===== config.mk =====
export PLATFORM = sky130hd
export DESIGN_NAME = rr_arbiter_8
export DESIGN_NICKNAME = d
export VERILOG_FILES = /design/src/rtl/rr_arbiter_8_pkg.sv /design/src/rtl/rr_arbiter_8_gnt_decoder.sv /design/src/rtl/rr_arbiter_8.sv
export SDC_FILE = /design/constraint.sdc
export NUM_CORES = 1
export LEC_CHECK = 0
export CELL_PAD_IN_SITES_DETAIL_PLACEMENT = 1
export CELL_PAD_IN_SITES_GLOBAL_PLACEMENT = 1
export CORE_MARGIN = 1.5
export CORE_UTILIZATION = 40
export CTS_BUF_LIST = sky130_fd_sc_hd__clkbuf_8
export CTS_CLUSTER_DIAMETER = 50
export CTS_CLUSTER_SIZE = 20
export DETAILED_ROUTE_END_ITERATION = 6
export HOLD_SLACK_MARGIN = 0.06
export PLACE_DENSITY = 0.78
export SLEW_MARGIN = 20
export SYNTH_ARGS = -nofsm -noshare
export SYNTH_HDL_FRONTEND = slang
export SYNTH_SLANG_ARGS = --single-unit

===== constraint.sdc =====
create_clock -name clk -period 7.3 [get_ports clk]
set_input_delay 1.46 -clock clk [delete_from_list [all_inputs] [get_ports clk]]
set_output_delay 1.46 -clock clk [all_outputs]
set_load 0.01 [all_outputs]

===== src/rtl/rr_arbiter_8_pkg.sv =====
// Shared definitions for the 8-way round-robin arbiter: requester count,
// index width and the arbiter state encoding.
package rr_arbiter_8_pkg;

    localparam int N_REQ = 8;
    localparam int IDX_W = 3;

    typedef enum logic {
        ST_IDLE  = 1'b0,
        ST_GRANT = 1'b1
    } state_t;

endpackage


===== src/rtl/rr_arbiter_8_gnt_decoder.sv =====
// 3-to-8 one-hot decoder with enable, built from gate primitives so the
// grant lines are a pure AND of registered index bits and the valid flag.
module gnt_decoder
    import rr_arbiter_8_pkg::*;
(
    input  logic [IDX_W-1:0] idx,
    input  logic             en,
    output logic [N_REQ-1:0] y
);

    wire [IDX_W-1:0] idx_n;
    wire [N_REQ-1:0] y_w;

    not u_inv0 (idx_n[0], idx[0]);
    not u_inv1 (idx_n[1], idx[1]);
    not u_inv2 (idx_n[2], idx[2]);

    // Each output ANDs the enable with the true/complement index bits matching its position.
    for (genvar i = 0; i < N_REQ; i++) begin : g_row
        localparam logic [IDX_W-1:0] SEL = IDX_W'(i);
        and u_and (y_w[i], en,
                   SEL[0] ? idx[0] : idx_n[0],
                   SEL[1] ? idx[1] : idx_n[1],
                   SEL[2] ? idx[2] : idx_n[2]);
    end

    assign y = y_w;

endmodule


===== src/rtl/rr_arbiter_8.sv =====
// Round-robin arbiter for 8 requesters: grants are held until done, request
// drop or timeout, then priority rotates past the last owner.
module rr_arbiter_8
    import rr_arbiter_8_pkg::*;
#(
    parameter int HOLD_MAX = 15,
    parameter int CNT_W    = 4
) (
    input  logic             clk,
    input  logic             rst_n,
    input  logic [N_REQ-1:0] req,
    input  logic             done,
    output logic [N_REQ-1:0] gnt,
    output logic [IDX_W-1:0] gnt_idx,
    output logic             gnt_valid,
    output logic             preempt
);

    state_t           state_q,     state_d;
    logic [IDX_W-1:0] ptr_q,       ptr_d;
    logic [IDX_W-1:0] gnt_idx_q,   gnt_idx_d;
    logic             gnt_valid_q, gnt_valid_d;
    logic [CNT_W-1:0] hold_cnt_q,  hold_cnt_d;
    logic             preempt_q,   preempt_d;

    logic             owner_release;
    logic             hold_expired;

    // First set request bit scanning upward from p, wrapping modulo 8.
    function automatic logic [IDX_W-1:0] rr_pick(input logic [N_REQ-1:0] r,
                                                 input logic [IDX_W-1:0] p);
        logic [IDX_W-1:0] cand;
        logic [IDX_W-1:0] win;
        logic             found;
        win   = p;
        found = 1'b0;
        for (int k = 0; k < N_REQ; k++) begin
            cand = p + IDX_W'(k);
            if (!found && r[cand]) begin
                win   = cand;
                found = 1'b1;
            end
        end
        return win;
    endfunction

    assign owner_release = done || !req[gnt_idx_q];
    assign hold_expired  = (hold_cnt_q == CNT_W'(HOLD_MAX - 1));

    always_comb begin
        state_d     = state_q;
        ptr_d       = ptr_q;
        gnt_idx_d   = gnt_idx_q;
        gnt_valid_d = gnt_valid_q;
        hold_cnt_d  = hold_cnt_q;
        preempt_d   = 1'b0;
        case (state_q)
            ST_IDLE: begin
                if (req != '0) begin
                    gnt_idx_d   = rr_pick(req, ptr_q);
                    gnt_valid_d = 1'b1;
                    hold_cnt_d  = '0;
                    state_d     = ST_GRANT;
                end
            end
            ST_GRANT: begin
                // A normal release wins over a coincident timeout, so preempt only flags pure timeouts.
                if (owner_release || hold_expired) begin
                    state_d     = ST_IDLE;
                    gnt_valid_d = 1'b0;
                    hold_cnt_d  = '0;
                    ptr_d       = gnt_idx_q + IDX_W'(1);
                    preempt_d   = !owner_release;
                end else begin
                    hold_cnt_d  = hold_cnt_q + CNT_W'(1);
                end
            end
            default: begin
                state_d     = ST_IDLE;
                gnt_valid_d = 1'b0;
            end
        endcase
    end

    always_ff @(posedge clk or negedge rst_n) begin
        if (!rst_n) begin
            state_q     <= ST_IDLE;
            ptr_q       <= '0;
            gnt_idx_q   <= '0;
            gnt_valid_q <= 1'b0;
            hold_cnt_q  <= '0;
            preempt_q   <= 1'b0;
        end else begin
            state_q     <= state_d;
            ptr_q       <= ptr_d;
            gnt_idx_q   <= gnt_idx_d;
            gnt_valid_q <= gnt_valid_d;
            hold_cnt_q  <= hold_cnt_d;
            preempt_q   <= preempt_d;
        end
    end

    gnt_decoder u_gnt_decoder (
        .idx (gnt_idx_q),
        .en  (gnt_valid_q),
        .y   (gnt)
    );

    assign gnt_idx   = gnt_idx_q;
    assign gnt_valid = gnt_valid_q;
    assign preempt   = preempt_q;

endmodule


---- After elaboration in Yosys (flattened, before gate mapping) ----
Index checks and enable logic that the tools add are counted.
storage, ports and cells
  register bits after elaboration ......... 13
  input port bits ......................... 11
  logic and storage cells ................. 118
operators by class
  $add $sub $neg .......................... 9
  order comparisons ....................... 9
  equality and inequality tests ........... 3
  mux-type cells .......................... 57
  bitwise gates (word level) .............. 4
  reductions and logical operators ........ 30
operator list
  cell                                                                           count
  3-bit by 4-bit less-than comparator with 1-bit output (second input constant)  9
  1-bit 2-to-1 mux                                                               36
  4-bit AND reduction                                                            8
  1-bit binary-select mux with 3-bit select                                      9
  3-bit 2-to-1 mux                                                               7
  3-bit adder (second input constant)                                            4
  1-bit zero test                                                                9
  4-bit 2-to-1 mux                                                               2
  4-bit case mux with 2 select lines                                             1
  8-bit nonzero test                                                             1
  1-bit logical AND                                                              7
  3-bit by 1-bit adder with 3-bit output (second input constant)                 2
  3-bit by 2-bit adder with 3-bit output (second input constant)                 2
  2-bit AND reduction                                                            3
  4-bit by 1-bit adder with 4-bit output (second input constant)                 1
  4-bit == test (second input constant)                                          1
  1-bit inverter                                                                 4
  1-bit case mux with 2 select lines                                             2
  1-bit logical OR                                                               2
  2-bit by 1-bit != test with 1-bit output (second input constant)               1
  2-bit != test (second input constant)                                          1

---- Logic depth before layout (Yosys ltp) ----
Gate-level depths: netlist (run 1).
  word-level depth ........................ 38
  gate-level depth with buffers ........... 11
  mapped depth without buffers ............ 8

---- By module ----
Synthesis (run 1) repeated with hierarchy kept, for this count alone.
second synthesis, totals
  cell total of the unflattened synthesis .. 167
  area total of the unflattened synthesis .. 1,654.1 um^2
modules (own cells, without submodules)
  module        instances  cells an instance  area each (um^2)
  rr_arbiter_8  1          159                1,557.7
  gnt_decoder   1          8                  96.3

---- Least setup slack after synthesis (run 1) ----
OpenSTA, ideal clock, no wires.
  kind .................................... input to register
  from .................................... input req[4]
  to ...................................... register gnt_idx_q[2], in the netlist gnt_idx[2]
  setup time .............................. 0.087 ns
  data arrival time ....................... 3.295 ns
  data required time ...................... 7.213 ns
  path slack .............................. 3.918 ns
  stages .................................. 6
  path buffers ............................ 0
  cell sequence ........................... mux2_4 -> mux4_2 -> o32ai_4 -> nand2_4 -> or4_1 -> o211ai_1
on the way
  cells in the longest elaborated chain, start to end .. 38
ends and longest elaborated chain
  what                                       RTL line            source
  start, declared                            rr_arbiter_8.sv:11  input logic [N_REQ-1:0] req,
  1-bit binary-select mux with 3-bit select  rr_arbiter_8.sv:39  if (!found && r[cand]) begin
  1-bit 2-to-1 mux (implied by the code)     rr_arbiter_8.sv:39
  1-bit 2-to-1 mux                           rr_arbiter_8.sv:39
  1-bit 2-to-1 mux                           rr_arbiter_8.sv:59  if (req != '0) begin
  1-bit 2-to-1 mux                           rr_arbiter_8.sv:57  case (state_q)
  1-bit zero test                            rr_arbiter_8.sv:39
  1-bit logical AND                          rr_arbiter_8.sv:39
  1-bit 2-to-1 mux                           rr_arbiter_8.sv:39
  [22 not listed]                            --
  1-bit zero test                            rr_arbiter_8.sv:39
  1-bit logical AND                          rr_arbiter_8.sv:39
  1-bit 2-to-1 mux                           rr_arbiter_8.sv:39
  1-bit 2-to-1 mux                           rr_arbiter_8.sv:59
  1-bit 2-to-1 mux                           rr_arbiter_8.sv:57
  1-bit zero test                            rr_arbiter_8.sv:39
  1-bit logical AND                          rr_arbiter_8.sv:39
  3-bit 2-to-1 mux                           rr_arbiter_8.sv:39
  end signal, assigned                       rr_arbiter_8.sv:96  gnt_idx_q <= gnt_idx_d;
  end, declared                              rr_arbiter_8.sv:21  logic [IDX_W-1:0] gnt_idx_q, gnt_idx_d;
Parallel ways exist; a longest one is shown, timed or not. The select of a mux whose other input is x is not followed.
A chain may end at the register's enable or synchronous reset.

---- Worst setup path after layout (run 1) ----
  from .................................... register ptr_q[0]
  to ...................................... register gnt_idx_q[1], in the netlist gnt_idx[1]
on the way
  cells in the longest elaborated chain, start to end .. 38
ends and longest elaborated chain
  what                                       RTL line            source
  start, declared                            rr_arbiter_8.sv:20  logic [IDX_W-1:0] ptr_q, ptr_d;
  start signal, assigned                     rr_arbiter_8.sv:95  ptr_q <= ptr_d;
  1-bit binary-select mux with 3-bit select  rr_arbiter_8.sv:39
  1-bit 2-to-1 mux (implied by the code)     rr_arbiter_8.sv:39
  1-bit 2-to-1 mux                           rr_arbiter_8.sv:39
  1-bit 2-to-1 mux                           rr_arbiter_8.sv:59
  1-bit 2-to-1 mux                           rr_arbiter_8.sv:57
  1-bit zero test                            rr_arbiter_8.sv:39
  1-bit logical AND                          rr_arbiter_8.sv:39
  1-bit 2-to-1 mux                           rr_arbiter_8.sv:39
  [22 not listed]                            --
  1-bit zero test                            rr_arbiter_8.sv:39
  1-bit logical AND                          rr_arbiter_8.sv:39
  1-bit 2-to-1 mux                           rr_arbiter_8.sv:39
  1-bit 2-to-1 mux                           rr_arbiter_8.sv:59
  1-bit 2-to-1 mux                           rr_arbiter_8.sv:57
  1-bit zero test                            rr_arbiter_8.sv:39
  1-bit logical AND                          rr_arbiter_8.sv:39
  3-bit 2-to-1 mux (*)                       rr_arbiter_8.sv:39
Mark *: on every way between the ends. The rest lies on a longest branch, timed or not. The select of a mux whose other input is x is not followed.

==> summary.md, run 1 <==
| Metric | Value |
|---|---|
| Status | finished, final reports clean |
| GRT Overall Usage | 0.225 |
| Clock latency at the later pin of the worst-skew pair | 250 ps |
| Worst Hold Class | reg2reg |
| Crit Path Max Fanout | 15 |
| # DRC | 0 |
| Max Clock Skew | around 2.9 ps |
| Area after DPL | ~1900 um2 |
| Number of buffers added on ports | 23 |
| DR vias | around 1,500 |
| Asr flop ratio synth | 1.00 |
| Vias in the first global route | 1,581 |
| Vias per cell | 6.29 |
| H-tree levels | 1 |
| Placer Congestion | roughly 0.80 |
| Design area | ~1900 um2 |
| Worst-Margin Slew | 716 ps |
| Startpoint types | flip-flop |
| Clock transition at path regs | roughly 60 ps |
| RSZ-0062 raised after global routing | no |
| Setup bufs post-CTS | 0 |
| Fin crit share | 0.547 |
| P&R area growth vs syn | 17.2% |
| Setup violations, final | 0 |
| Fin util | 0.481 |
| Final std cells w/o fill | 237 |
| Routed WL per cell | 19.6 um |
| Total CTS buffers | 3 |
| Tot Pwr | 1.01 mW |
| Crit. End Element | flip-flop |
| Post-route ant nets | 0 |
| CP max stage delay | around 800 ps |
| CP Cell Sequence | inv_1 > ha_1 > mux4_1 > mux2_2 > or3_1 > a22o_2 > a221oi_1 > o31ai_1 |
| Nets | approximately 200 |
| Hold-fix buffers, CTS | 0 |
| Total gr overflow | 0 |
| Max-cap violations | 0 |
| Max Fclk | about 250 MHz |
| PwrDens | about 530 nW/um2 |
| Final WL | roughly 4600 um |
| Die height | 66.8 um |
| Initial DRC count | 40 |
| Area of the multi-input gates | ~1200 um2 |
| Lkg Pwr | just under 0.8 nW |
| Setup CP Type | reg2reg |
| Worst path slowest cell | dfrtp_1 |
| Fillers | 449 |
| Setup ws final | between 3000 and 4000 ps |
| Clock Tree Buf Depth | 2 |
| Sequential share of the synthesized area | 0.200 |
| Number of synthesized flops with an enable pin | 0 |
| Synth area leader | dfrtp_1 |
| Mapped Area | ~1600 um2 |
| TNS Setup | 0 ps |
| Syn_nets | around 190 |
| Clock sink total | 13 |
| CP Data Required Time | roughly 7400 ps |
| Die area | 4470 um2 |
| First-pass GRT wire length | 7600 um |
| Seq. cell area | ~330 um2 |
| Share of cells above drive strength 1 | 0.155 |
| N_diodes | 0 |
| Synth top area share | 0.200 |
| # rows | 23 |
| Distinct cells, synth | 44 |
| Synth warn | 0 |
| Slew HR | 0.522 |
| Tmin final | 4000 ps |
| Top cells by area, synth | dfrtp_1 20%, mux4_2 12%, mux4_1 8.1% |
| I/O pins | 24 |
| Clk root buf | clkbuf_8 |
| Mapped Cells | 170 |
| Dominant synthesized flop cell | dfrtp_1 |
| Worst IR Drop VDD | slightly below 200 uV |
| Initial Util | 0.411 |
| Final hold violation count | 0 |
| Register bit total from synthesis | 13 |
| Pre-CTS setup slack | 3110 ps |
| Max Slew Vio Count | 0 |
| Synth Area per Inst | approximately 9.6 um2 |
| Core ar. | slightly below 4000 um2 |
| Largest net degree at the start of global routing | 16 |
| Hold_ws | 505 ps |
| Die W | 66.8 um |
| Cells after DPL | between 200 and 250 |
| CTS tree | yes |
| Crit path DAT | between 4000 and 5000 ps |
| Hpwl dp | roughly 3500 um |
| Pre-antenna DRT Iters | 4 |
| PostCTS Resize Cnt | 0 |
| Initial antenna violation count | 0 |
layer usage:
layer | share of wire | global-route usage
met5 | 0 | 0
met4 | 0.0060 | 0.0434
met3 | 0.028 | 0.0355
met2 | 0.53 | 0.405
met1 | 0.43 | 0.285
cells by family (layout without fill, tap and decap cells):
group	after synthesis	after routing	synth area share
simple gates	59	59	0.180
fa+ha+maj	6	6	0.0460
mux	31	31	0.322
buf+inv	21	38	0.0606
flops	13	13	0.200
xor+xnor	6	6	0.0322
compound gates	34	34	0.160
synthesized netlist by cell type, drive strengths merged, types with 2 or more instances:
master,instances
nand2,18
mux4,14
nor2,14
dfrtp,13
inv,11
mux2,10
a21oi,9
buf,7
mux2i,7
ha,6
nand3,5
a22o,4
and3,4
nand2b,4
nor4,4
a221oi,3
clkbuf,3
o21a,3
o21ai,3
xnor2,3
xor2,3
a32oi,2
and2,2
nand4,2
o211ai,2
o31ai,2
or3,2
state kept, by name, summed over array words and instances, names as in the netlist:
signal,count
preempt,1
ptr_q,3
hold_cnt_q,4
state_q,1
gnt_idx,3
gnt_valid,1
cells in the final DEF, fill, tap and decap left out, drive strengths merged:
cell / count
o31ai: 2
o32ai: 1
inv: 12
nor2: 14
nand2b: 4
nand2: 18
a21bo: 1
and2: 2
o22ai: 1
o21a: 3
and3: 4
mux2: 10
a21oi: 9
or3b: 1
a41oi: 1
mux2i: 7
or4: 1
o211ai: 2
or2: 1
xnor2: 3
mux4: 14
a22o: 4
clkbuf: 3
dfrtp: 13
a31oi: 1
clkdlybuf4s50: 23
ha: 6
or3: 2
a32oi: 2
xor2: 3
nor4: 4
nand4: 2
nor3: 1
o21ai: 3
a211o: 1
nand3: 5
a221oi: 3
power by group:
part | leakage (nW) | switching (mW) | total [mW] | internal [mW]
Combinational | 0.592 | 0.403 | 0.764 | 0.361
Sequential | 0.165 | 0.0845 | 0.182 | 0.0979
Clock | 0.0269 | 0.0278 | 0.0650 | 0.0372
Total | 0.784 | 0.515 | 1.01 | 0.496
worst max-delay path, delay by kind of cell, from the launching register on:
family                   cells  cell delay (ps)
AO/OA/AOI/OAI                3              650
multiplexers                 2             1070
adder cells (fa/ha/maj)      1              700
buffers and inverters        1              260
flip-flops                   1              800
AND/OR/NAND/NOR              1              380
layout make-up:
class,count,area share
inverter,11,0.0216
multi-input combinational,136,0.631
timing repair buffer,23,0.120
clock buffer,3,0.0216
sequential,13,0.170
clock inverter,1,0.00196
tap,50,0.0327
path summary, 6_finish.rpt:
check | from | end | depth (start not counted) | slack [ps]
worst min register to register | hold_cnt_q[2]$_DFFE_PN0P_ | hold_cnt_q[2]$_DFFE_PN0P_ | 1 | 500
min in group asynchronous | rst_n | ptr_q[1]$_DFFE_PN0P_ | 1 | 1600
worst min-delay path | hold_cnt_q[2]$_DFFE_PN0P_ | hold_cnt_q[2]$_DFFE_PN0P_ | 1 | 500
worst max register to register | ptr_q[0]$_DFFE_PN0P_ | gnt_idx[1]$_DFFE_PN0P_ | 8 | 3300
worst max-delay path | ptr_q[0]$_DFFE_PN0P_ | gnt_idx[1]$_DFFE_PN0P_ | 8 | 3300
max in group asynchronous | rst_n | hold_cnt_q[0]$_DFFE_PN0P_ | 1 | 5290
Note: power is estimated with default switching activity, not from simulation.
==> inputs of run 2 (changes only) <==
==> constraint.sdc (replaced) <==
create_clock -name clk -period 4 [get_ports clk]
set_input_delay 0.8 -clock clk [delete_from_list [all_inputs] [get_ports clk]]
set_output_delay 0.8 -clock clk [all_outputs]
set_load 0.01 [all_outputs]
==> run 2 against run 1 <==
Effect of this change: die area did not move; core utilization rose by 0.60 points; largest power group unchanged; worst setup slack got worse by 2600 ps; via count fell by 1.5%; non-clock buffer count rose by 3; first-iteration DRC count rose to 3.4 times the previous value; clock power rose by 82%; largest cell class unchanged; combinational power rose by 96%; global-route usage rose by 0.28 points; clock-buffer cell count did not move; fmax rose by 20%; design area rose by 1.2%.
==> summary.md, run 2 (synthesized netlist as in run 1, its figures left out) <==
| Metric | Value |
|---|---|
| Final WL | 4560 um |
| Worst IR Drop VDD | 372 uV |
| CP Data Required Time | 4150 ps |
| N_diodes | 0 |
| Commonest non-fill, non-tap cell in the layout | clkdlybuf4s50_1 |
| I/O pins | 24 |
| Critical Path Start | ptr_q[0]$_DFFE_PN0P_ |
| Post-route ant nets | 0 |
| Die area | approximately 4500 um2 |
| Fin crit share | 0.834 |
| Worst path slowest cell | ha_1 |
| Fin util | 0.487 |
| Hold-fix buffers, CTS | 0 |
| Clock Tree Buf Depth | 2 |
| Max reg flops | 4 |
| CP max stage delay | 650 ps |
| Slew HR | 0.546 |
| Crit Path Max Fanout | 13 |
| Total gr overflow | 0 |
| Area after DPL | 1890 um2 |
| GRT Overall Usage | 0.228 |
| Largest net degree at the start of global routing | 16 |
| CTS tree | yes |
| Setup bufs post-CTS | 0 |
| Vias in the first global route | ~1,500 |
| Most frequent cells in the layout | 23 x clkdlybuf4s50_1, 17 x nand2_1, 14 x nor2_1 |
| P&R area growth vs syn | 18.6% |
| PwrDens | ~1000 nW/um2 |
| Max Slew Vio Count | 0 |
| Tmin final | 3340 ps |
| Initial antenna violation count | 0 |
| Die height | 66.8 um |
| Reg-to-reg startpoint | ptr_q[0]$_DFFE_PN0P_ |
| Crit path DAT | 3490 ps |
| Worst Hold Class | reg2reg |
| Clock transition at path regs | 60 ps |
| Initial DRC count | roughly 130 |
| Vias per cell | roughly 6 |
| Design area | between 1500 and 2000 um2 |
| Status | finished, final reports clean |
| Setup violations, final | 0 |
| Routed WL per cell | between 15 and 20 um |
| First-pass GRT wire length | 7600 um |
| Worst-Margin Slew | between 600 and 700 ps |
| Lkg Pwr | roughly 0.8 nW |
| RSZ-0062 raised after global routing | no |
| Biggest register | hold_cnt_q |
| Fillers | about 460 |
| Share of cells above drive strength 1 | 0.174 |
| Clock latency at the later pin of the worst-skew pair | 240 ps |
| Max Clock Skew | approximately 3.4 ps |
| # rows | 23 |
| Number of buffers added on ports | 23 |
| PostCTS Resize Cnt | 0 |
| Total CTS buffers | 3 |
| Hold_sp | hold_cnt_q[2]$_DFFE_PN0P_ |
| Placer Congestion | 0.847 |
| Clock sink total | 13 |
| CP Cell Sequence | inv_1 > ha_1 > mux2_2 > mux4_2 > o32ai_4 > nand2_4 > or4_1 > o211ai_1 |
| Nets | ~210 |
| Pre-antenna DRT Iters | 4 |
| DR vias | around 1,500 |
| Startpoint types | flip-flop |
| Hpwl dp | approximately 3600 um |
| Tot Pwr | approximately 1.9 mW |
| Setup CP Type | reg2reg |
| Max-cap violations | 0 |
| TNS Setup | 0 ps |
| Final hold violation count | 0 |
| H-tree levels | 1 |
| Clk root buf | clkbuf_8 |
| Die W | approximately 67 um |
| Crit. End Element | flip-flop |
| Initial Util | 0.411 |
| Core ar. | about 4000 um2 |
| # DRC | 0 |
| Max Fclk | ~300 MHz |
## run 2: cell count changes in the layout (fill, tap and decap cells not counted)
cell / previous run / this run
buf_4: 0 / 3
clkinv_2: 0 / 1
inv_1: 12 / 11
## run 2: per-layer routing
layer / routed length, um / vias up / GRT usage
li1: - / 690 / -
met1: 1970 / 737 / 0.307
met4: 73 / 0 / 0.0434
met5: 0 / - / 0
met2: 2310 / 32 / 0.379
met3: 202 / 8 / 0.0490
## run 2: worst max-delay path, delay by kind of cell, from the launching register on
| family | cells | cell delay (ps) |
|---|---|---|
| buf+inv | 1 | 100 |
| fa+ha+maj | 1 | 650 |
| compound gates | 2 | 610 |
| mux | 2 | 940 |
| simple gates | 2 | 590 |
| flops | 1 | 340 |
## run 2: layout make-up
type,count,area (um2),share of cell area
Multi-Input combinational cell,136,1210,0.624
Sequential cell,13,325,0.168
Timing Repair Buffer,26,253,0.131
Tap cell,50,62.6,0.0323
Clock buffer,3,41.3,0.0213
Inverter,11,41.3,0.0213
Clock inverter,1,5.00,0.00259
## run 2: report_power, final
| group | total [mW] | switching, mW | internal, mW |
|---|---|---|---|
| clock | 0.118 | 0.0490 | 0.0688 |
| sequential | 0.281 | 0.101 | 0.180 |
| combinational | 1.50 | 0.808 | 0.689 |
| total | 1.90 | 0.958 | 0.937 |
## run 2: path summary, 6_finish.rpt
path | end | slack [ps] | cells after the start
worst max-delay path | gnt_idx[2]$_DFFE_PN0P_ | 660 | 8
worst min-delay path | hold_cnt_q[2]$_DFFE_PN0P_ | 500 | 1
worst max register to register | gnt_idx[2]$_DFFE_PN0P_ | 660 | 8
worst min register to register | hold_cnt_q[2]$_DFFE_PN0P_ | 500 | 1
max in group asynchronous | gnt_idx[2]$_DFFE_PN0P_ | 2680 | 1
min in group asynchronous | hold_cnt_q[3]$_DFFE_PN0P_ | 930 | 1
## run 2: per-stage QoR
step / hold WS [ps] / instances / worst slack [ps]
floorplan: 472 / 170 / 794
global placement: 493 / 236 / 596
detailed placement: 494 / 236 / 511
CTS: 503 / 240 / 687
global route: 513 / 240 / 488
finish: 496 / 240 / 664
==> inputs of run 3 (changes only) <==
==> constraint.sdc (replaced) <==
create_clock -name clk -period 3.5 [get_ports clk]
set_input_delay 0.7 -clock clk [delete_from_list [all_inputs] [get_ports clk]]
set_output_delay 0.7 -clock clk [all_outputs]
set_load 0.01 [all_outputs]
==> run 3 against run 2 <==
Effect of this change: design area up 1.2%; worst hold slack better by 12 ps; die area unchanged; combinational power up 14%; worst setup slack worse by 470 ps; largest cell class unchanged.
==> summary.md, run 3 (synthesized netlist as in run 1, its figures left out) <==
| Metric | Value |
|---|---|
| Hpwl dp | about 3500 um |
| Status | finished, final reports clean |
| Max Slew Vio Count | 0 |
| CTS tree | yes |
| Commonest non-fill, non-tap cell in the layout | clkdlybuf4s50_1 |
| Setup bufs post-CTS | 0 |
| Crit path DAT | ~3400 ps |
| RSZ-0062 raised after global routing | no |
| Die area | roughly 4500 um2 |
| Tot Pwr | about 2.2 mW |
| Hold-fix buffers, CTS | 0 |
| Placer Congestion | about 0.85 |
| Crit Path Max Fanout | 13 |
| Final WL | between 4000 and 5000 um |
| Initial antenna violation count | 0 |
| Hold_sp | hold_cnt_q[2]$_DFFE_PN0P_ |
| Max Fclk | 303 MHz |
| Max Clock Skew | 2.21 ps |
| Cells after DPL | approximately 240 |
| N_diodes | 0 |
| Fin crit share | 0.944 |
| Setup violations, final | 0 |
| Worst IR Drop VDD | ~420 uV |
| Pre-antenna DRT Iters | 4 |
| Initial DRC count | 48 |
| CP Data Required Time | ~3600 ps |
| Delay-heaviest family, CP | multiplexers |
| GRT Overall Usage | 0.223 |
| Die W | between 60 and 70 um |
| Max reg flops | 4 |
| CP Cell Sequence | inv_1 > ha_1 > mux4_1 > mux2_2 > or3_1 > a22o_2 > a221oi_1 > o31ai_1 |
| Post-route ant nets | 0 |
| Total gr overflow | 0 |
| Routed WL per cell | about 18 um |
| Initial Util | 0.411 |
| Final hold violation count | 0 |
| Startpoint types | flip-flop |
| Die height | about 67 um |
| Buf/Inv on CP | 1 |
| Share of cells above drive strength 1 | 0.187 |
| Clock latency at the later pin of the worst-skew pair | 250 ps |
| Most frequent cells in the layout | 23 x clkdlybuf4s50_1, 17 x nand2_1, 14 x nor2_1 |
| Total CTS buffers | 3 |
| Reg-to-reg startpoint | ptr_q[0]$_DFFE_PN0P_ |
| Nets | around 210 |
| Worst-Margin Slew | 685 ps |
| P&R area growth vs syn | 20.0% |
| Vias in the first global route | 1,505 |
| Final std cells w/o fill | 243 |
| Core ar. | ~4000 um2 |
| Max-cap violations | 0 |
| Number of buffers added on ports | 23 |
| Worst path slowest cell | mux4_1 |
| # DRC | 0 |
| CP max stage delay | 700 ps |
| I/O pins | 24 |
| Vias per cell | 5.91 |
| First-pass GRT wire length | around 7300 um |
| Crit. End Element | flip-flop |
| Clock transition at path regs | ~60 ps |
| Largest net degree at the start of global routing | 16 |
| PwrDens | roughly 1100 nW/um2 |
| Biggest register | hold_cnt_q |
| # rows | 23 |
| PostCTS Resize Cnt | 0 |
| Tmin final | ~3300 ps |
| Setup CP Type | reg2reg |
| Slew HR | 0.544 |
| Clk root buf | clkbuf_8 |
| Critical Path Start | ptr_q[0]$_DFFE_PN0P_ |
| Lkg Pwr | ~0.81 nW |
| Clock sink total | 13 |
| DR vias | roughly 1,400 |
| Clock Tree Buf Depth | 2 |
| H-tree levels | 1 |
| TNS Setup | 0 ps |
| Worst Hold Class | reg2reg |
[run 3: changes by cell type in the layout (fill, tap and decap cells not counted), sizes merged]
cell	delta
buf	+3
[run 3: metal layers]
| metal | GRT usage | routed length [um] | vias to the layer above |
|---|---|---|---|
| met5 | 0 | 0 | - |
| met4 | 0.0536 | 62 | 0 |
| met3 | 0.0405 | 142 | 7 |
| met2 | 0.400 | 2250 | 24 |
| met1 | 0.276 | 1960 | 708 |
| li1 | - | - | 698 |
[run 3: power breakdown]
part	total, mW	internal, mW	switching (mW)
Combinational	1.71	0.827	0.884
Clock	0.139	0.0789	0.0601
Sequential	0.319	0.206	0.113
Total	2.17	1.11	1.06
[run 3: area by class of cell]
cell class	count	area, um2
fill	450	2010
multi-input combinational	136	1210
sequential	13	325
timing repair buffer	29	275
tap	50	62.6
clock buffer	3	41.3
inverter	11	41.3
clock inverter	1	5.00
[run 3: path summary, 6_finish.rpt]
| kind | end | slack [ps] | cells after the start |
|---|---|---|---|
| setup / recovery | gnt_idx[1]$_DFFE_PN0P_ | 200 | 8 |
| hold / removal | hold_cnt_q[2]$_DFFE_PN0P_ | 510 | 1 |
| setup reg to reg | gnt_idx[1]$_DFFE_PN0P_ | 200 | 8 |
| hold reg to reg | hold_cnt_q[2]$_DFFE_PN0P_ | 510 | 1 |
| max in group asynchronous | gnt_idx[1]$_DFFE_PN0P_ | 2290 | 1 |
| min in group asynchronous | hold_cnt_q[3]$_DFFE_PN0P_ | 820 | 1 |
[run 3: stage by stage]
step	setup slack [ps]	util	hold WS [ps]	area, um2
floorplan	294	-	404	1630
global placement	211	0.481	498	1910
detailed placement	139	0.481	509	1910
CTS	198	0.493	517	1960
global route	44.3	0.493	542	1960
finish	196	0.493	508	1960
[run 3: worst reg2reg max path, cell delays in order (launching register included)]
cell,delay [ps]
dfrtp_1,360
inv_1,100
ha_1,660
mux4_1,710
mux2_2,360
or3_1,360
a22o_2,260
a221oi_1,260
o31ai_1,100
